### src/rtl/fetch_unit.sv
// fetch_unit: instruction-fetch stage plus the IF/ID register.
// Owns the fetch PC, issues reads to a synchronous program memory, and hands
// instructions to decode over a valid/ready handshake. A one-entry skid buffer
// catches the read that is already in flight when decode stalls, so no
// instruction is lost or repeated. Redirects from decode flush everything
// buffered or in flight and restart fetch at the target.
module fetch_unit #(
  parameter int                    ADDR_WIDTH      = 32,
  parameter int                    BIT_WIDTH       = 32,
  parameter int                    IMEM_ADDR_WIDTH = 6,
  parameter logic [ADDR_WIDTH-1:0] RESET_PC        = '0
) (
  input  logic                       clk,
  input  logic                       rst,
  input  logic                       redirect_valid,
  input  logic [ADDR_WIDTH-1:0]      redirect_pc,
  output logic                       imem_en,
  output logic [IMEM_ADDR_WIDTH-1:0] imem_addr,
  input  logic [BIT_WIDTH-1:0]       imem_q,
  output logic                       id_valid,
  input  logic                       id_ready,
  output logic [BIT_WIDTH-1:0]       id_instr,
  output logic [ADDR_WIDTH-1:0]      id_pc,
  output logic [ADDR_WIDTH-1:0]      id_pc_plus4
);

  localparam logic [ADDR_WIDTH-1:0] PC_STEP  = ADDR_WIDTH'(4);
  localparam logic [ADDR_WIDTH-1:0] WORD_MSK = ~ADDR_WIDTH'(3);

  // fetch PC
  logic [ADDR_WIDTH-1:0] pc_q, pc_d;

  // read issued last cycle; its data is on imem_q this cycle
  logic                  if_v_q, if_v_d;
  logic [ADDR_WIDTH-1:0] if_pc_q, if_pc_d;

  // output register presented to decode
  logic                  o_v_q, o_v_d;
  logic [BIT_WIDTH-1:0]  o_instr_q, o_instr_d;
  logic [ADDR_WIDTH-1:0] o_pc_q, o_pc_d;
  logic [ADDR_WIDTH-1:0] o_pc4_q, o_pc4_d;

  // skid register behind the output register
  logic                  s_v_q, s_v_d;
  logic [BIT_WIDTH-1:0]  s_instr_q, s_instr_d;
  logic [ADDR_WIDTH-1:0] s_pc_q, s_pc_d;

  logic       xfer;
  logic       o_free;
  logic [1:0] occ;
  logic       issue;

  // Occupancy counts every slot that will still hold an instruction after this
  // cycle's handshake. Issuing only at occ <= 1 leaves room for the new read
  // even if decode then stalls, which is why S is always empty when a return
  // lands on a held O.
  always_comb begin
    xfer   = o_v_q & id_ready;
    o_free = ~o_v_q | xfer;
    occ    = {1'b0, o_v_q} + {1'b0, s_v_q} + {1'b0, if_v_q} - {1'b0, xfer};
    issue  = (occ <= 2'd1) & ~redirect_valid;
  end

  // memory interface; held low while reset is asserted
  always_comb begin
    imem_en   = issue & rst;
    imem_addr = pc_q[IMEM_ADDR_WIDTH+1:2];
  end

  // decode-facing outputs come straight from the output register
  always_comb begin
    id_valid    = o_v_q;
    id_instr    = o_instr_q;
    id_pc       = o_pc_q;
    id_pc_plus4 = o_pc4_q;
  end

  // next-state: redirect flush, issue, and the return/skid path
  always_comb begin
    pc_d      = pc_q;
    if_v_d    = if_v_q;
    if_pc_d   = if_pc_q;
    o_v_d     = o_v_q;
    o_instr_d = o_instr_q;
    o_pc_d    = o_pc_q;
    o_pc4_d   = o_pc4_q;
    s_v_d     = s_v_q;
    s_instr_d = s_instr_q;
    s_pc_d    = s_pc_q;

    if (redirect_valid) begin
      // Any transfer this cycle has already happened on the handshake; the
      // remaining buffered and in-flight instructions are wrong-path.
      pc_d   = redirect_pc & WORD_MSK;
      if_v_d = 1'b0;
      o_v_d  = 1'b0;
      s_v_d  = 1'b0;
    end else begin
      if (issue) begin
        if_v_d  = 1'b1;
        if_pc_d = pc_q;
        pc_d    = pc_q + PC_STEP;
      end else begin
        if_v_d = 1'b0;
      end

      if (o_free) begin
        if (s_v_q) begin
          // skid entry is older than any returning read, so it goes first
          o_v_d     = 1'b1;
          o_instr_d = s_instr_q;
          o_pc_d    = s_pc_q;
          o_pc4_d   = s_pc_q + PC_STEP;
          if (if_v_q) begin
            s_instr_d = imem_q;
            s_pc_d    = if_pc_q;
          end else begin
            s_v_d = 1'b0;
          end
        end else if (if_v_q) begin
          o_v_d     = 1'b1;
          o_instr_d = imem_q;
          o_pc_d    = if_pc_q;
          o_pc4_d   = if_pc_q + PC_STEP;
        end else begin
          o_v_d = 1'b0;
        end
      end else if (if_v_q) begin
        s_v_d     = 1'b1;
        s_instr_d = imem_q;
        s_pc_d    = if_pc_q;
      end
    end
  end

  // state registers; reset drops everything and restarts at RESET_PC
  always_ff @(posedge clk or negedge rst) begin
    if (!rst) begin
      pc_q      <= RESET_PC;
      if_v_q    <= 1'b0;
      if_pc_q   <= '0;
      o_v_q     <= 1'b0;
      o_instr_q <= '0;
      o_pc_q    <= '0;
      o_pc4_q   <= '0;
      s_v_q     <= 1'b0;
      s_instr_q <= '0;
      s_pc_q    <= '0;
    end else begin
      pc_q      <= pc_d;
      if_v_q    <= if_v_d;
      if_pc_q   <= if_pc_d;
      o_v_q     <= o_v_d;
      o_instr_q <= o_instr_d;
      o_pc_q    <= o_pc_d;
      o_pc4_q   <= o_pc4_d;
      s_v_q     <= s_v_d;
      s_instr_q <= s_instr_d;
      s_pc_q    <= s_pc_d;
    end
  end

endmodule

### config.mk
export PLATFORM = sky130hd
export DESIGN_NAME = fetch_unit
export DESIGN_NICKNAME = d
export VERILOG_FILES = /design/src/rtl/fetch_unit.sv
export SDC_FILE = /design/constraint.sdc
export NUM_CORES = 1
export LEC_CHECK = 0
export ABC_AREA = 1
export BUFFER_PORTS_ARGS = -buffer_cell sky130_fd_sc_hd__buf_2
export CORE_ASPECT_RATIO = 0.75
export CORE_MARGIN = 5
export CORE_UTILIZATION = 40
export CTS_CLUSTER_DIAMETER = 80
export DETAILED_ROUTE_END_ITERATION = 10
export GPL_ROUTABILITY_DRIVEN = 0
export SYNTH_ARGS = -nofsm -noshare
export SYNTH_HDL_FRONTEND = slang
export SYNTH_SLANG_ARGS = --single-unit
### constraint.sdc
create_clock -name clk -period 2.7 [get_ports clk]
set_input_delay 0 -clock clk [delete_from_list [all_inputs] [get_ports clk]]
set_output_delay 0 -clock clk [all_outputs]
set_load 0.02 [all_outputs]
## Yosys cells after proc, flatten, opt, wreduce, memory -nomap -nowiden

Cells that the tools add are included.

| cells by class | value |
|---|---|
| add/sub/neg operators | 6 |
| magnitude comparators | 1 |
| equality and inequality tests | 1 |
| mux-type cells | 24 |
| bitwise operators | 6 |
| reductions and logical operators | 7 |

Operator list:

| operator | count |
|---|---|
| 2-to-1 mux 32 bit | 14 |
| adder 32 x 3 -> 32 bit (second input constant) | 3 |
| 2-to-1 mux 1 bit | 10 |
| nonzero test 2 bit | 3 |
| AND reduction 2 bit | 2 |
| bitwise AND 1 bit | 3 |
| AND reduction 3 bit | 1 |
| nonzero test 3 bit | 1 |
| adder 1 x 1 -> 2 bit | 1 |
| adder 2 x 1 -> 2 bit | 1 |
| <= comparator 2 x 1 -> 1 bit (second input constant) | 1 |
| != test 2 bit (second input constant) | 1 |
| NOT 1 bit | 2 |
| subtractor 2 x 1 -> 2 bit | 1 |
| OR 1 bit | 1 |

| storage, ports and cells | value |
|---|---|
| register bits after elaboration | 227 |
| bits of input ports | 68 |
| output and inout bits | 104 |
| logic and storage cells | 55 |

## Depth between registers and ports, before layout

| logic depth | value |
|---|---|
| word-level depth | 7 |
| mapped depth | 15 |

## Least setup slack after synthesis

OpenSTA, ideal clock, no wires.

| timing | value |
|---|---|
| path kind | register -> register |
| start | reg o_v_q, in the netlist id_valid |
| end | reg pc_q[4] |
| setup time | 0.087 ns |
| arrival time | 2.128 ns |
| required time | 2.613 ns |
| slack | 0.486 ns |
| stages on the path, launching flop included | 15 |
| period minus slack after synthesis | 2.214 ns |
| cells stage by stage | dfrtp_1 nand2_1 inv_1 ha_1 inv_1 ha_1 nand2_1 inv_1 o21ai_1 nand2_1 nor2_1 buf_2 buf_2 nand3_1 o211ai_1 |

| on the way | value |
|---|---|
| cells in the longest elaborated chain, start to end | 6 |
| elaborated cells on any way between the ends | 7 |
| those cells by class | 3 x add/sub; 1 x order compare; 2 x bitwise; 1 x reduce/logical |

Ends and longest elaborated chain:

| item | line | text |
|---|---|---|
| from (decl) | 38 | `logic o_v_q, o_v_d;` |
| from (signal assigned) | 153 | `o_v_q <= o_v_d;` |
| adder 1 x 1 -> 2 bit | 60 | `occ = {1'b0, o_v_q} + {1'b0, s_v_q} + {1'b0, if_v_q} - {1'b0, xfer};` |
| adder 2 x 1 -> 2 bit | 60 |  |
| subtractor 2 x 1 -> 2 bit * | 60 |  |
| <= comparator 2 x 1 -> 1 bit * | 61 | `issue = (occ <= 2'd1) & ~redirect_valid;` |
| bitwise AND 1 bit * | 61 |  |
| nonzero test 2 bit (no line) * | -- |  |
| to (signal assigned) | 150 | `pc_q <= pc_d;` |
| to (decl) | 31 | `logic [ADDR_WIDTH-1:0] pc_q, pc_d;` |

Mark *: on every way between the ends. The rest lies on a longest branch, timed or not.
A chain may end at the register's enable or synchronous reset.

## Worst setup path after layout

| timing | value |
|---|---|
| start | reg o_v_q, in the netlist id_valid |
| end | reg pc_q[3] |

Same word-level chain as after synthesis.

==> tab_implementation.tex <==
\begin{tabular}{lr}
\hline
Metric & Value \\
\hline
\multicolumn{2}{l}{\textbf{Clock tree}} \\
Post-CTS setup buffers & 0 \\
Cts bufs inserted & 25 \\
Clk\_lat worst skew & 0.51 ns \\
Number of clock sinks & 217 \\
H-Tree Level Count & 1 \\
Clock-pin transition on the worst setup and hold timing paths & 0.06 ns \\
Deepest clock path buffer count & 3 \\
Cell chosen for the clock root & sky130\_fd\_sc\_hd\_\_clkbuf\_16 \\
Clock tree from TritonCTS & yes \\
\multicolumn{2}{l}{\textbf{Timing}} \\
Final setup violation count & 0 \\
Relative max-transition margin & 62.5\% \\
Final Max Tran Viols & 0 \\
Tightest hold margin & 0.0167 ns \\
Final Hold Violating Endpoints & 0 \\
Setup repair after global routing missed its margin & yes \\
Worst slew pin tran & 0.562 ns \\
Fin Clk Skew & 0.0129 ns \\
Maximum clock frequency & 0.402 GHz \\
Final critical-path required period & 2.49 ns \\
Final period utilization & 92.1\% \\
\multicolumn{2}{l}{\textbf{Synthesis}} \\
XOR/XNOR share of the synthesized area & 0.573\% \\
Share of synthesized cell area in full adder, half adder and majority cells & 0.468\% \\
Number of flops mapped to enable cells by yosys & 0 \\
Compound-Gate Fraction of Synth Area & 11.3\% \\
Post-synthesis async set-or-reset flop share & 100\% \\
Post-synthesis cell type with the largest combined area & sky130\_fd\_sc\_hd\_\_dfrtp\_1 \\
Combined area of all synthesized cells & 0.0107 mm2 \\
Simple-gate portion of the synthesized area & 27.7\% \\
Netlist cell types & 41 \\
Synth Warn \# & 0 \\
Share of the synthesized area in the top cell type & 50.8\% \\
Proportion of synthesized area in mux cells & 0.105\% \\
Main synth FF type & sky130\_fd\_sc\_hd\_\_dfrtp\_1 \\
Leading post-synthesis cells by cell area & sky130\_fd\_sc\_hd\_\_dfrtp\_1 (51\%), sky130\_fd\_sc\_hd\_\_nand2\_1 (17\%), sky130\_fd\_sc\_hd\_\_o21ai\_0 (8.4\%), sky130\_fd\_sc\_hd\_\_inv\_1 (4.8\%), sky130\_fd\_sc\_hd\_\_nand3\_1 (2.9\%) \\
Dominant combinational cell family by area after synthesis & simple AND/OR/NAND/NOR gates \\
Number of register bits inferred by synthesis & 217 \\
Instance count of the mapped netlist & 1366 \\
Avg Cell Area, Syn & 7.83 um2 \\
Fraction of the yosys area taken by sequential cells & 50.8\% \\
\multicolumn{2}{l}{\textbf{Drt}} \\
Remaining number of nets flagged by the antenna check after routing & 0 \\
Drt first-iter violations & 763 \\
Mean routed wirelength per cell & 14.9 um \\
Per-cell via count in the routed design & 4.82 \\
Overall via count from detail\_route & 9323 \\
Post-detailed-routing wire length & 28900 um \\
Detailed Routing Iterations Pass 1 & 7 \\
Detailed-route DRC error count & 0 \\
\multicolumn{2}{l}{\textbf{Power}} \\
Peak VDD IR & 0.602 mV \\
Pwr/cell area & 887 mW/mm2 \\
Total chip power & 0.0117 W \\
Static Leakage & 6.73 nW \\
\multicolumn{2}{l}{\textbf{Setup path}} \\
Type of element capturing the critical path & register \\
CP Buf/Inv Count & 3 \\
Largest delay share family, worst path & buffers and inverters \\
Type of the setup path with the least slack & reg -> reg \\
Delay of the slowest critical-path stage & 0.56 ns \\
List of cells traversed by the critical path & nand2\_1 -> inv\_1 -> ha\_1 -> inv\_1 -> ha\_1 -> a21oi\_1 -> nand2\_1 -> nand2\_2 -> nand2\_2 -> nor2\_1 -> a31oi\_1 -> dlygate4sd3\_1 \\
Kind of launch point of the worst setup path & register \\
CP required & 3.09 ns \\
Maximum fanout along the worst path & 10 \\
CP Data Arrival Time & 2.88 ns \\
Master of the slowest instance on the critical path & sky130\_fd\_sc\_hd\_\_dlygate4sd3\_1 \\
\multicolumn{2}{l}{\textbf{GRT}} \\
Via count of the first global-routing pass & 8731 \\
Routing usage on met2 & 26.8\% \\
First-pass GRT wire length & 46600 um \\
Global-route usage over all layers & 19.1\% \\
Most heavily used metal layer in global routing & met1 \\
Total grt overflow & 0 \\
Maximum number of pins on one net before global-route repair & 92 \\
Number of antenna violations at the first check in global routing & 0 \\
Met3 Resource Use GR & 2.72\% \\
Met1 Track Usage GR & 31.4\% \\
\multicolumn{2}{l}{\textbf{Final layout}} \\
Area occupied by multi-input gates & 0.00433 mm2 \\
Share of post-route cells with drive strength above 1 & 17.3\% \\
Utilization after layout & 50.6\% \\
Final instance area & 0.0132 mm2 \\
Total number of nets in the final design & 1646 \\
Layout fillers & 2552 \\
Antenna diode instance count & 0 \\
Area of all sequential standard cells & 0.00543 mm2 \\
Post-synthesis to final-layout area growth & 23.7\% \\
\multicolumn{2}{l}{\textbf{Placed design}} \\
HPWL after detailed placement & 20200 um \\
Port Buffer Count & 165 \\
Total cell area at the placement stage & 0.0118 mm2 \\
\multicolumn{2}{l}{\textbf{Job}} \\
Max\_cap viols & 0 \\
\multicolumn{2}{l}{\textbf{Worst hold path}} \\
HP Class & in -> async \\
\multicolumn{2}{l}{\textbf{Die}} \\
Floorplan die height & 152 um \\
Boundary Pins & 172 \\
Placeable Area & 0.0262 mm2 \\
Width of the chip & 199 um \\
Initial cell density of the core & 40.9\% \\
Die outline area & 0.0302 mm2 \\
Standard-cell rows & 51 \\
\multicolumn{2}{l}{\textbf{Run status}} \\
Result of the run & completed \\
\hline
\end{tabular}
final cells by class:
type	count	share of cell area, %
flip-flops and latches	217	41.0
multi-input cells	940	32.7
repair buffers	250	13.0
clock buffers	37	5.67
inverters	140	4.01
well taps	344	3.25
clock inverters	7	0.312
sequential cells by signal, summed over array words and instances (netlist names), 30 cells and up:
signal / flops
s_pc_q: 30
if_pc_q: 30
s_instr_q: 32
id_pc_plus4: 30
id_instr: 32
id_pc: 30
pc_q: 30
metal layers:
metal / wire length, um / part of all wire [%] / up-vias
met3: 1690 / 5.9 / 31
met5: 0 / 0 / -
li1: - / - / 4733
met1: 15200 / 53 / 4321
met2: 11600 / 40 / 238
met4: 401 / 1.4 / 0
what timing repair did:
action | 4_1_cts | 5_1_grt
hold buffers | 67 | 0
endpoints found under the setup margin | 0 | 12
resized for setup | 0 | 3
hold endpoints to repair | 313 | 0
cells in the final DEF, fill, tap and decap left out, drive strengths merged, types with 6 or more instances in the layout:
| cell type | instances |
|---|---|
| nand2 | 493 |
| dfrtp | 217 |
| o21ai | 184 |
| buf | 183 |
| inv | 140 |
| nor2 | 97 |
| dlygate4sd3 | 67 |
| nand3 | 63 |
| clkbuf | 37 |
| nand4 | 22 |
| a21oi | 19 |
| o211ai | 17 |
| nor3 | 10 |
| clkinv | 7 |
| xor2 | 6 |
cell usage after synthesis, drive strengths merged, types with 6 or more instances:
| master | n |
|---|---|
| o211ai | 17 |
| nand4 | 22 |
| nand2 | 493 |
| inv | 139 |
| nor2 | 97 |
| buf | 43 |
| nor3 | 10 |
| xor2 | 6 |
| nand3 | 63 |
| dfrtp | 217 |
| clkbuf | 29 |
| o21ai | 184 |
| a21oi | 19 |
worst reg2reg max path: cells and delay by family (launching register included):
| kind | cells | cell delay [ns] |
|---|---|---|
| and+or+nand+nor | 5 | 0.60 |
| adders and majority gates | 2 | 0.54 |
| buffers and inverters | 3 | 0.64 |
| AOI/OAI and AO/OA | 2 | 0.18 |
| DFF | 1 | 0.41 |
final timing paths:
path / start / to / slack [ns] / depth (start not counted)
hold / removal: rst / id_instr[6] / 0.02 / 2
min in group clk: redirect_valid / pc_q[28] / 0.02 / 5
max in group asynchronous: rst / id_pc[14] / 1.87 / 3
hold reg to reg: id_pc[14] / id_pc[14] / 0.48 / 2
setup reg to reg: id_valid / pc_q[3] / 0.21 / 12
setup / recovery: id_valid / pc_q[3] / 0.21 / 12
cell families after synthesis:
family / count (synthesis)
and+or+nand+nor: 696
other: 1
DFF: 217
buffers and inverters: 212
xor gates and xnor gates: 7
adders and majority gates: 4
muxes: 1
AOI/OAI and AO/OA: 228
per-stage QoR:
stage / worst slack [ns] / setup TNS, ns / instances
5_1_grt: -0.00544 / -0.00544 / 1935
2_1_floorplan: 0.486 / 0 / 1369
4_1_cts: 0.0521 / 0 / 1935
3_3_place_gp: 0.250 / 0 / 1824
3_5_place_dp: 0.209 / 0 / 1824
6_report: 0.212 / 0 / 1935
report_power, final:
group          total (W)  switching (W)  internal [W]
clock            0.00325        0.00133       0.00192
sequential       0.00506       0.000707       0.00436
combinational    0.00342        0.00224       0.00119
total             0.0117        0.00427       0.00746
Power figures use the tool's default switching activity.
